File: src/rtl/mips_multicycle_control.sv
// Main control FSM for the multicycle MIPS datapath: opcode decode, step sequencing,
// and all datapath enables/selects, with mem_ready stalls on every memory access.
module mips_multicycle_control (
  input  logic       clk,
  input  logic       rst_n,
  input  logic [0:5] opcode,
  input  logic       mem_ready,
  output logic       PCWrite,
  output logic       PCWriteCond,
  output logic       IorD,
  output logic       MemRead,
  output logic       MemWrite,
  output logic       MemtoReg,
  output logic       IRWrite,
  output logic       ALUSrcA,
  output logic       RegWrite,
  output logic       RegDst,
  output logic [0:1] PCSource,
  output logic [0:1] ALUSrcB,
  output logic [0:1] OpALU,
  output logic       illegal_op,
  output logic [0:3] state
);

  localparam logic [3:0] FETCH     = 4'd0;
  localparam logic [3:0] DECODE    = 4'd1;
  localparam logic [3:0] MEMADR    = 4'd2;
  localparam logic [3:0] MEMRD     = 4'd3;
  localparam logic [3:0] MEMWB     = 4'd4;
  localparam logic [3:0] MEMWR     = 4'd5;
  localparam logic [3:0] EXEC      = 4'd6;
  localparam logic [3:0] RTYPE_WB  = 4'd7;
  localparam logic [3:0] BRANCH    = 4'd8;
  localparam logic [3:0] JUMP      = 4'd9;
  localparam logic [3:0] ADDI_EXEC = 4'd10;
  localparam logic [3:0] ADDI_WB   = 4'd11;

  localparam logic [5:0] OP_RTYPE = 6'b000000;
  localparam logic [5:0] OP_LW    = 6'b100011;
  localparam logic [5:0] OP_SW    = 6'b101011;
  localparam logic [5:0] OP_BEQ   = 6'b000100;
  localparam logic [5:0] OP_J     = 6'b000010;
  localparam logic [5:0] OP_ADDI  = 6'b001000;

  logic [3:0] state_q;
  logic [3:0] state_d;
  logic [5:0] op;

  assign op    = opcode;
  assign state = state_q;

  // State register
  always_ff @(posedge clk or negedge rst_n) begin
    if (!rst_n) state_q <= FETCH;
    else        state_q <= state_d;
  end

  // Next-state and Moore output decode
  always_comb begin
    state_d     = FETCH;
    PCWrite     = 1'b0;
    PCWriteCond = 1'b0;
    IorD        = 1'b0;
    MemRead     = 1'b0;
    MemWrite    = 1'b0;
    MemtoReg    = 1'b0;
    IRWrite     = 1'b0;
    ALUSrcA     = 1'b0;
    RegWrite    = 1'b0;
    RegDst      = 1'b0;
    PCSource    = 2'b00;
    ALUSrcB     = 2'b00;
    OpALU       = 2'b00;
    illegal_op  = 1'b0;
    case (state_q)
      FETCH: begin
        MemRead = 1'b1;
        ALUSrcB = 2'b01;
        IRWrite = mem_ready;
        PCWrite = mem_ready;
        state_d = mem_ready ? DECODE : FETCH;
      end
      DECODE: begin
        ALUSrcB = 2'b11;
        case (op)
          OP_RTYPE:     state_d = EXEC;
          OP_LW, OP_SW: state_d = MEMADR;
          OP_BEQ:       state_d = BRANCH;
          OP_J:         state_d = JUMP;
          OP_ADDI:      state_d = ADDI_EXEC;
          default: begin
            illegal_op = 1'b1;
            state_d    = FETCH;
          end
        endcase
      end
      MEMADR: begin
        ALUSrcA = 1'b1;
        ALUSrcB = 2'b10;
        state_d = (op == OP_LW) ? MEMRD : MEMWR;
      end
      MEMRD: begin
        MemRead = 1'b1;
        IorD    = 1'b1;
        state_d = mem_ready ? MEMWB : MEMRD;
      end
      MEMWB: begin
        RegWrite = 1'b1;
        MemtoReg = 1'b1;
      end
      MEMWR: begin
        MemWrite = 1'b1;
        IorD     = 1'b1;
        state_d  = mem_ready ? FETCH : MEMWR;
      end
      EXEC: begin
        ALUSrcA = 1'b1;
        OpALU   = 2'b10;
        state_d = RTYPE_WB;
      end
      RTYPE_WB: begin
        RegDst   = 1'b1;
        RegWrite = 1'b1;
      end
      BRANCH: begin
        ALUSrcA     = 1'b1;
        OpALU       = 2'b01;
        PCWriteCond = 1'b1;
        PCSource    = 2'b01;
      end
      JUMP: begin
        PCWrite  = 1'b1;
        PCSource = 2'b10;
      end
      ADDI_EXEC: begin
        ALUSrcA = 1'b1;
        ALUSrcB = 2'b10;
        state_d = ADDI_WB;
      end
      ADDI_WB: begin
        RegWrite = 1'b1;
      end
      default: state_d = FETCH;
    endcase
    // Writes are suppressed for the whole time reset is held
    if (!rst_n) begin
      PCWrite     = 1'b0;
      PCWriteCond = 1'b0;
      IRWrite     = 1'b0;
      MemWrite    = 1'b0;
      RegWrite    = 1'b0;
      illegal_op  = 1'b0;
    end
  end

endmodule

File: config.mk
export PLATFORM = sky130hd
export DESIGN_NAME = mips_multicycle_control
export DESIGN_NICKNAME = d
export VERILOG_FILES = /design/src/rtl/mips_multicycle_control.sv
export SDC_FILE = /design/constraint.sdc
export NUM_CORES = 1
export LEC_CHECK = 0
export CORE_UTILIZATION = 35
export CTS_BUF_LIST = sky130_fd_sc_hd__clkbuf_4
export CTS_CLUSTER_SIZE = 16
export DETAILED_ROUTE_END_ITERATION = 10
export PLACE_DENSITY = 0.77
export SYNTH_ARGS = -nofsm -noshare
export SYNTH_HDL_FRONTEND = slang
export SYNTH_SLANG_ARGS = --single-unit
File: constraint.sdc
create_clock -name clk -period 1.7 [get_ports clk]
set_clock_uncertainty 0.2 [all_clocks]
set_input_delay 0.255 -clock clk [delete_from_list [all_inputs] [get_ports clk]]
set_output_delay 0.255 -clock clk [all_outputs]
set_load 0.05 [all_outputs]
==> metrics.txt, run 1 <==
outcome=did not finish; Failed at=3_5_place_dp; first error message=[ERROR DPL-0038] Utilization greater than 100%, impossible to legalize; cell area after synthesis=about 530 um^2; synth top area cells=dfrtp_1, nor3_1, nand2b_1, nor2_1, a21oi_1; Yosys reg bits=4; top-area cell type share of the netlist area=roughly a fifth; number of synthesis warnings=0; IO buf count=29; num ports=30; Die W=41.0 um; Core Rows=13; RePlAce Congestion=0.921; sequential fraction of the synthesis area=18.8%; post-synth top area cell=dfrtp_1; syn avg cell area=7.19 um^2; Distinct cells, synth=31; Synth Net Count=83; Syn Inst Count=74; die height=41.0 um; Starting Density=just under 40%
-- kinds of logic after synthesis --
kind of cell	after synthesis	synth area share (%)
multiplexers	1	1.88
flip-flops	4	18.8
AND/OR/NAND/NOR	44	48.5
buffers and inverters	5	4.00
AO/OA/AOI/OAI	18	23.5
XOR/XNOR	2	3.29
-- metrics by stage --
step | setup slack (ps) | setup TNS (ps) | cells
3_3_place_gp | -319 | -1930 | 147
2_1_floorplan | -447 | -3740 | 74
-- cells in the mapped netlist (all sizes together) --
library cell	count
nor4b	2
clkbuf	3
nand2b	6
o32a	1
and2b	1
o22ai	2
a21oi	6
o211ai	1
buf	2
xnor2	2
a221oi	1
nor2	9
o21ai	2
nor3	8
and2	1
nor2b	2
o41ai	1
nor4	2
o21a	3
or4b	1
nor3b	3
or3	3
mux2i	1
dfrtp	4
a21o	1
or2	2
nand3	1
nand2	3
==> run 2, diff against run 1 <==
==> config.mk (replaced) <==
export PLATFORM = sky130hd
export DESIGN_NAME = mips_multicycle_control
export DESIGN_NICKNAME = d
export VERILOG_FILES = /design/src/rtl/mips_multicycle_control.sv
export SDC_FILE = /design/constraint.sdc
export NUM_CORES = 1
export LEC_CHECK = 0
export CORE_AREA = 2 2 63 65
export DETAILED_ROUTE_END_ITERATION = 10
export DIE_AREA = 0 0 65 67
export PLACE_DENSITY_LB_ADDON = 0.15
export SYNTH_ARGS = -nofsm -noshare
export SYNTH_HDL_FRONTEND = slang
export SYNTH_SLANG_ARGS = --single-unit
==> constraint.sdc (replaced) <==
create_clock -name clk -period 2.2 [get_ports clk]
set_clock_uncertainty 0.2 [all_clocks]
set_input_delay 0.33 -clock clk [delete_from_list [all_inputs] [get_ports clk]]
set_output_delay 0.33 -clock clk [all_outputs]
set_load 0.05 [all_outputs]
==> metrics.txt, run 2 <==
outcome=finished clean (was did not finish); Nets=around 120; Starting Density=14.7% (was 39.4%); share of layout cells above drive strength 1=56.6%; hold_buf cts=0; RePlAce Congestion=0.853 (was 0.921); Final Max Tran Viols=0; TritonCTS Buffers=3; post-DR wirelength/cell=12.6 um; Vias=700; CP Data Arrival Time=1600 ps; ant diodes=0; most frequent cells in the layout=buf_12, buf_4, clkdlybuf4s50_1; fmax=469 MHz; DP Area=1230 um^2; die height=67 um (was 41.0 um); H-tree levels=1; num ports=30 (unchanged); IO buf count=29 (unchanged); Clock Latency Late Sink=between 200 and 250 ps; Setup CP Type=input pin to output port; Syn Inst Count=74 (unchanged); worst slew pin tran=381 ps; Hold Slack=291 ps; die area=4360 um^2; cell area after synthesis=532 um^2 (unchanged); worst-path maximum fanout=4; startpoint class of the critical path=input pin; top-area cell type share of the netlist area=18.8% (unchanged); Core Rows=22 (was 13); Main synth FF type=dfrtp_1 (unchanged); core area=3610 um^2; RSZ-0062 raised after global routing=no; Setup crit end kind=output port; Worst VDD drop=0.000161 V; Final Hold Viols=0; post-synth top area cell=dfrtp_1 (unchanged); syn avg cell area=7.19 um^2 (unchanged); antenna violations before repair=0; critical path required time=1670 ps; CTS tree=built; Post-Route WL=2030 um; DRC=0; TritonRoute pass-1 iters=4; largest net degree at the start of global routing=17; Clock Tree Buf Depth=2; Power Density=448 nW/um^2; number of synthesis warnings=0 (unchanged); Final HPWL DP=1650 um; final core utilization=between 30% and 40%; Tcrit/Tclk final=97.0%; antenna viol nets, final=0; Distinct cells, synth=31 (unchanged); total power=580 uW; total of max-cap violations=0; drt initial violations=11; # fillers=between 300 and 400; sequential fraction of the synthesis area=18.8% (unchanged); max reg flops=4; clock sink total=4; FFs w/ async S/R, synth=100% (unchanged); area delta synth->final=144%; GRT Residual Overflow=0; first-pass GRT wire length=3480 um; most instantiated cells after synthesis=nor2_1, nor3_1, a21oi_1, nand2b_1, dfrtp_1 (unchanged); Placed Instances=158; Worst slew margin=74.4%; drt via density=4.35; Die W=65 um (was 41.0 um); synth top area cells=dfrtp_1, nor3_1, nand2b_1, nor2_1, a21oi_1 (unchanged); top-count cell post-synth=nor2_1 (unchanged); Post-synth EDFFs=0 (unchanged); design area=1290 um^2; Synth Net Count=83 (unchanged); Non-Filler Instances=161; Hold Path Class=input pin to async pin; Leakage=0.000474 uW; number of setup violations in the final report=0; Final Critical Period=roughly 2100 ps; total track usage=10.4%; leading cell type in the layout, fill and taps excluded=buf_12; Yosys reg bits=4 (unchanged); Clk Tree Root Cell=clkbuf_8; number of global-route vias before repair=768; clock slew at reported path FFs=30 ps
## run 2: cell type report
class / count / area (um^2) / area share [%]
Clock buffer: 3 / 41.3 / 3.19
Multi-Input combinational cell: 65 / 546 / 42.1
Sequential cell: 4 / 108 / 8.31
Tap cell: 48 / 60.1 / 4.64
Timing Repair Buffer: 41 / 541 / 41.7
## run 2: per-stage QoR
step           setup WS [ps]  setup TNS (ps)
2_1_floorplan          -59.2           -84.8
3_3_place_gp            53.8               0
3_5_place_dp            43.9               0
4_1_cts                 47.1               0
5_1_grt                 6.09               0
6_report                66.7               0
## run 2: critical path, stage by stage
cell	delay (ps)
clkdlybuf4s50_1	520
a21oi_1	90
nor2_1	110
nor3_2	50
buf_4	140
nor4_4	190
buf_12	180
## run 2: cell families after synthesis
kind of cell	share of synthesized area (%)
buffers and inverters	4.00
flip-flops	18.8
AND/OR/NAND/NOR	48.5
XOR/XNOR	3.29
AO/OA/AOI/OAI	23.5
multiplexers	1.88
## run 2: worst paths after layout
| path | start | end | slack (ps) | depth (start not counted) |
|---|---|---|---|---|
| max | opcode[3] | illegal_op | 70 | 7 |
| min | rst_n | state[2] | 290 | 2 |
| max reg2reg | state[1] | state[1] | 210 | 3 |
| min reg2reg | state[0] | state[3] | 600 | 2 |
| max in group asynchronous | rst_n | state[1] | 1360 | 2 |
| min in group clk | state[0] | state[3] | 600 | 2 |
## run 2: report_power, final
part	switching, uW	internal (uW)	leakage (uW)	total (uW)
sequential	10.0	80.3	0.0000477	90.3
combinational	182	156	0.000404	338
clock	35.5	116	0.0000216	152
total	227	352	0.000474	580
## run 2: what timing repair did
item                                   CTS  global route
endpoints found under the hold margin    0             0
buffers inserted                         0             0
gates resized for setup                  0             6
setup endpoints to repair                0             3
## run 2: metal layers
| layer | GRT usage, % | routed length, um |
|---|---|---|
| met2 | 18.6 | 1060 |
| met5 | 0 | 0 |
| met1 | 12.4 | 876 |
| met3 | 0.845 | 79 |
| met4 | 5.05 | 21 |
No activity file was read; power rests on OpenSTA's default activity.
==> patch: new RTL, flow settings as in run 2 <==
Reset style: synchronous (`rst_n`), changed in one clocked block.
--- a/src/rtl/mips_multicycle_control.sv
+++ b/src/rtl/mips_multicycle_control.sv
@@ -52,3 +52,3 @@
   // State register
-  always_ff @(posedge clk or negedge rst_n) begin
+  always_ff @(posedge clk) begin
     if (!rst_n) state_q <= FETCH;
Behaviour: differs if rst_n is asserted again (counterexample within 4 cycles, from zero or initial values and one cycle with rst_n low); with rst_n held inactive, the same outputs for 10 cycles.
==> patch against run 2 <==
- register-to-register slack improved by 0.28 ns
- design area decreased by 3.9%
- critical path depth decreased by 3
- wire length decreased by 1.1%
- setup slack improved by 0.029 ns
- sequential cell count unchanged
- synthesized area increased by 12%
- non-clock buffer count decreased by 5
- largest cell class unchanged
Power is not compared: it rests on default switching activity, and its combinational part moved more than twofold at a synthesized area within 25%.
==> patch: results (changes against run 2) <==
| Metric | Value |
|---|---|
| Status | completed |
| Arrival time of data at the critical path endpoint | 1.57 ns (-0.03 ns) |
| Fillers | 368 (-0.81%) |
| Post-synth ARST share | 0 (-1.00) |
| Wire length of the first global-routing pass | 3430 um (-1.4%) |
| Kind of cell with the highest combined delay on the critical path | flip-flops |
| Tcrit/Tclk final | 0.957 (-0.0131) |
| Post-synth net total | 94 (+13%) |
| Leakage | between 0.0004 and 0.0005 uW |
| Largest net degree at the start of global routing | 19 (+2) |
| Vias after detailed routing | 759 (+8.4%) |
| Unique cell type count in the Yosys netlist | 34 (+9.7%) |
| Antenna violations before repair | 0 (unchanged) |
| Worst rel slew slack | 0.754 (+0.0100) |
| Violation count after the first detailed-routing iteration | 26 (+15) |
| Delay contributed by the slowest stage of the critical path | 0.51 ns |
| Vias in the first global route | 738 (-3.9%) |
| Number of flip-flops in the largest register | 4 (unchanged) |
| Commonest register cell after synthesis | sky130_fd_sc_hd__dfxtp_1 |
| Clock latency on the worst-skew pair | 0.21 ns (about the same) |
| Total global-route track usage | 0.101 (-0.00264) |
| Fraction of the yosys area taken by sequential cells | 0.135 (-0.0535) |
| Buffer depth of the longest clock path | 2 (unchanged) |
| Crit Path Max Fanout | 12 (+8) |
| Area after detailed placement | 0.00120 mm2 (-2.4%) |
| Diode count | 0 (unchanged) |
| Top post-synthesis cells by count | 9 x sky130_fd_sc_hd__a21oi_1, 9 x sky130_fd_sc_hd__nor2_1, 7 x sky130_fd_sc_hd__nor3_1, 5 x sky130_fd_sc_hd__buf_2, 5 x sky130_fd_sc_hd__nand2b_1 |
| FF-to-FF End | state[1] |
| Routed length per instance | 12.3 um (-2.9%) |
| Place WS | 0.0792 ns (+0.0354 ns) |
| Hold crit path type | reg -> reg |
| Capture point of the worst path | RegWrite |
| Half-perimeter wire length after detailed placement | 1650 um (about the same) |
| Number of buffers added on ports | 29 (unchanged) |
| Final RePlAce weighted congestion | 0.761 (-11%) |
| Synthesis warning total | 0 (unchanged) |
| Synth top area cells | sky130_fd_sc_hd__dfxtp_1 13%, sky130_fd_sc_hd__a21oi_1 7.6%, sky130_fd_sc_hd__nor3_1 5.9% |
| Worst reg-to-reg setup slack | 0.49 ns (+0.28 ns) |
| Length in cells of the worst reg-to-reg path | 5 (+2) |
| Launching element of the worst setup path | state[1] |
| Critical Path Slowest Stage Cell | sky130_fd_sc_hd__dfxtp_2 |
| Number of nets in the layout | 127 (+2.4%) |
| Ratio of cells with drive above 1 in the final layout | 0.457 (-0.109) |
patch: worst min-delay path by stage:
stage          startpoint       end  slack (ns)  depth (start not counted)
2_1_floorplan       rst_n  state[1]        0.32                          2
3_3_place_gp     state[0]  state[3]        0.46                          2
3_5_place_dp     state[0]  state[3]        0.46                          2
4_1_cts          state[0]  state[3]        0.47                          2
5_1_grt          state[3]  state[2]        0.52                          3
6_report         state[0]  state[3]        0.47                          2
patch: kinds of logic (layout without fill, tap and decap cells):
| group | count (synthesis) | count (layout) | synth area share |
|---|---|---|---|
| AOI/OAI and AO/OA | 24 | 24 | 0.253 |
| xor gates and xnor gates | 1 | 1 | 0.0147 |
| buffers and inverters | 10 | 41 | 0.0989 |
| DFF | 4 | 4 | 0.135 |
| and+or+nand+nor | 46 | 46 | 0.499 |
patch: routing by layer:
| metal | part of all wire | GRT usage | up-vias |
|---|---|---|---|
| met2 | 0.51 | 0.179 | 22 |
| met5 | 0 | 0 | - |
| li1 | - | - | 386 |
| met3 | 0.060 | 0.0186 | 2 |
| met1 | 0.42 | 0.117 | 349 |
| met4 | 0.011 | 0.0479 | 0 |
patch: area by class of cell:
class	instances	area, um2	area share
Multi-Input combinational cell	71	561	0.450
Tap cell	48	60.1	0.0482
Timing Repair Buffer	36	490	0.394
Inverter	2	7.51	0.00603
Sequential cell	4	85.1	0.0683
Clock buffer	3	41.3	0.0332
patch: per-stage QoR:
step                      hold WS [ns]  cells  total power, uW   util
after floorplan                  0.320     85              155      -
after global placement           0.462    161              217  0.333
after detailed placement         0.459    161              217  0.333
after CTS                        0.474    164              373  0.345
after global routing             0.519    164              386  0.345
final                            0.466    164              368  0.345
patch: worst register-to-register path, stage by stage, from the launching register on:
cell and delay [ns]:
sky130_fd_sc_hd__dfxtp_2 0.51, sky130_fd_sc_hd__buf_4 0.21, sky130_fd_sc_hd__and4b_1 0.19, sky130_fd_sc_hd__a211oi_1 0.21
sky130_fd_sc_hd__o221a_1 0.22, sky130_fd_sc_hd__nor2_1 0.04
patch: what timing repair did:
item,in CTS,in global routing
setup endpoints to repair,0,1
resized for setup,0,1
hold buffers,0,0
patch: report_power, final:
part	switching [uW]	internal [uW]	leakage [uW]
registers	3.08	74.9	0.0000343
logic	75.6	62.2	0.000374
clock network	36.1	116	0.0000216
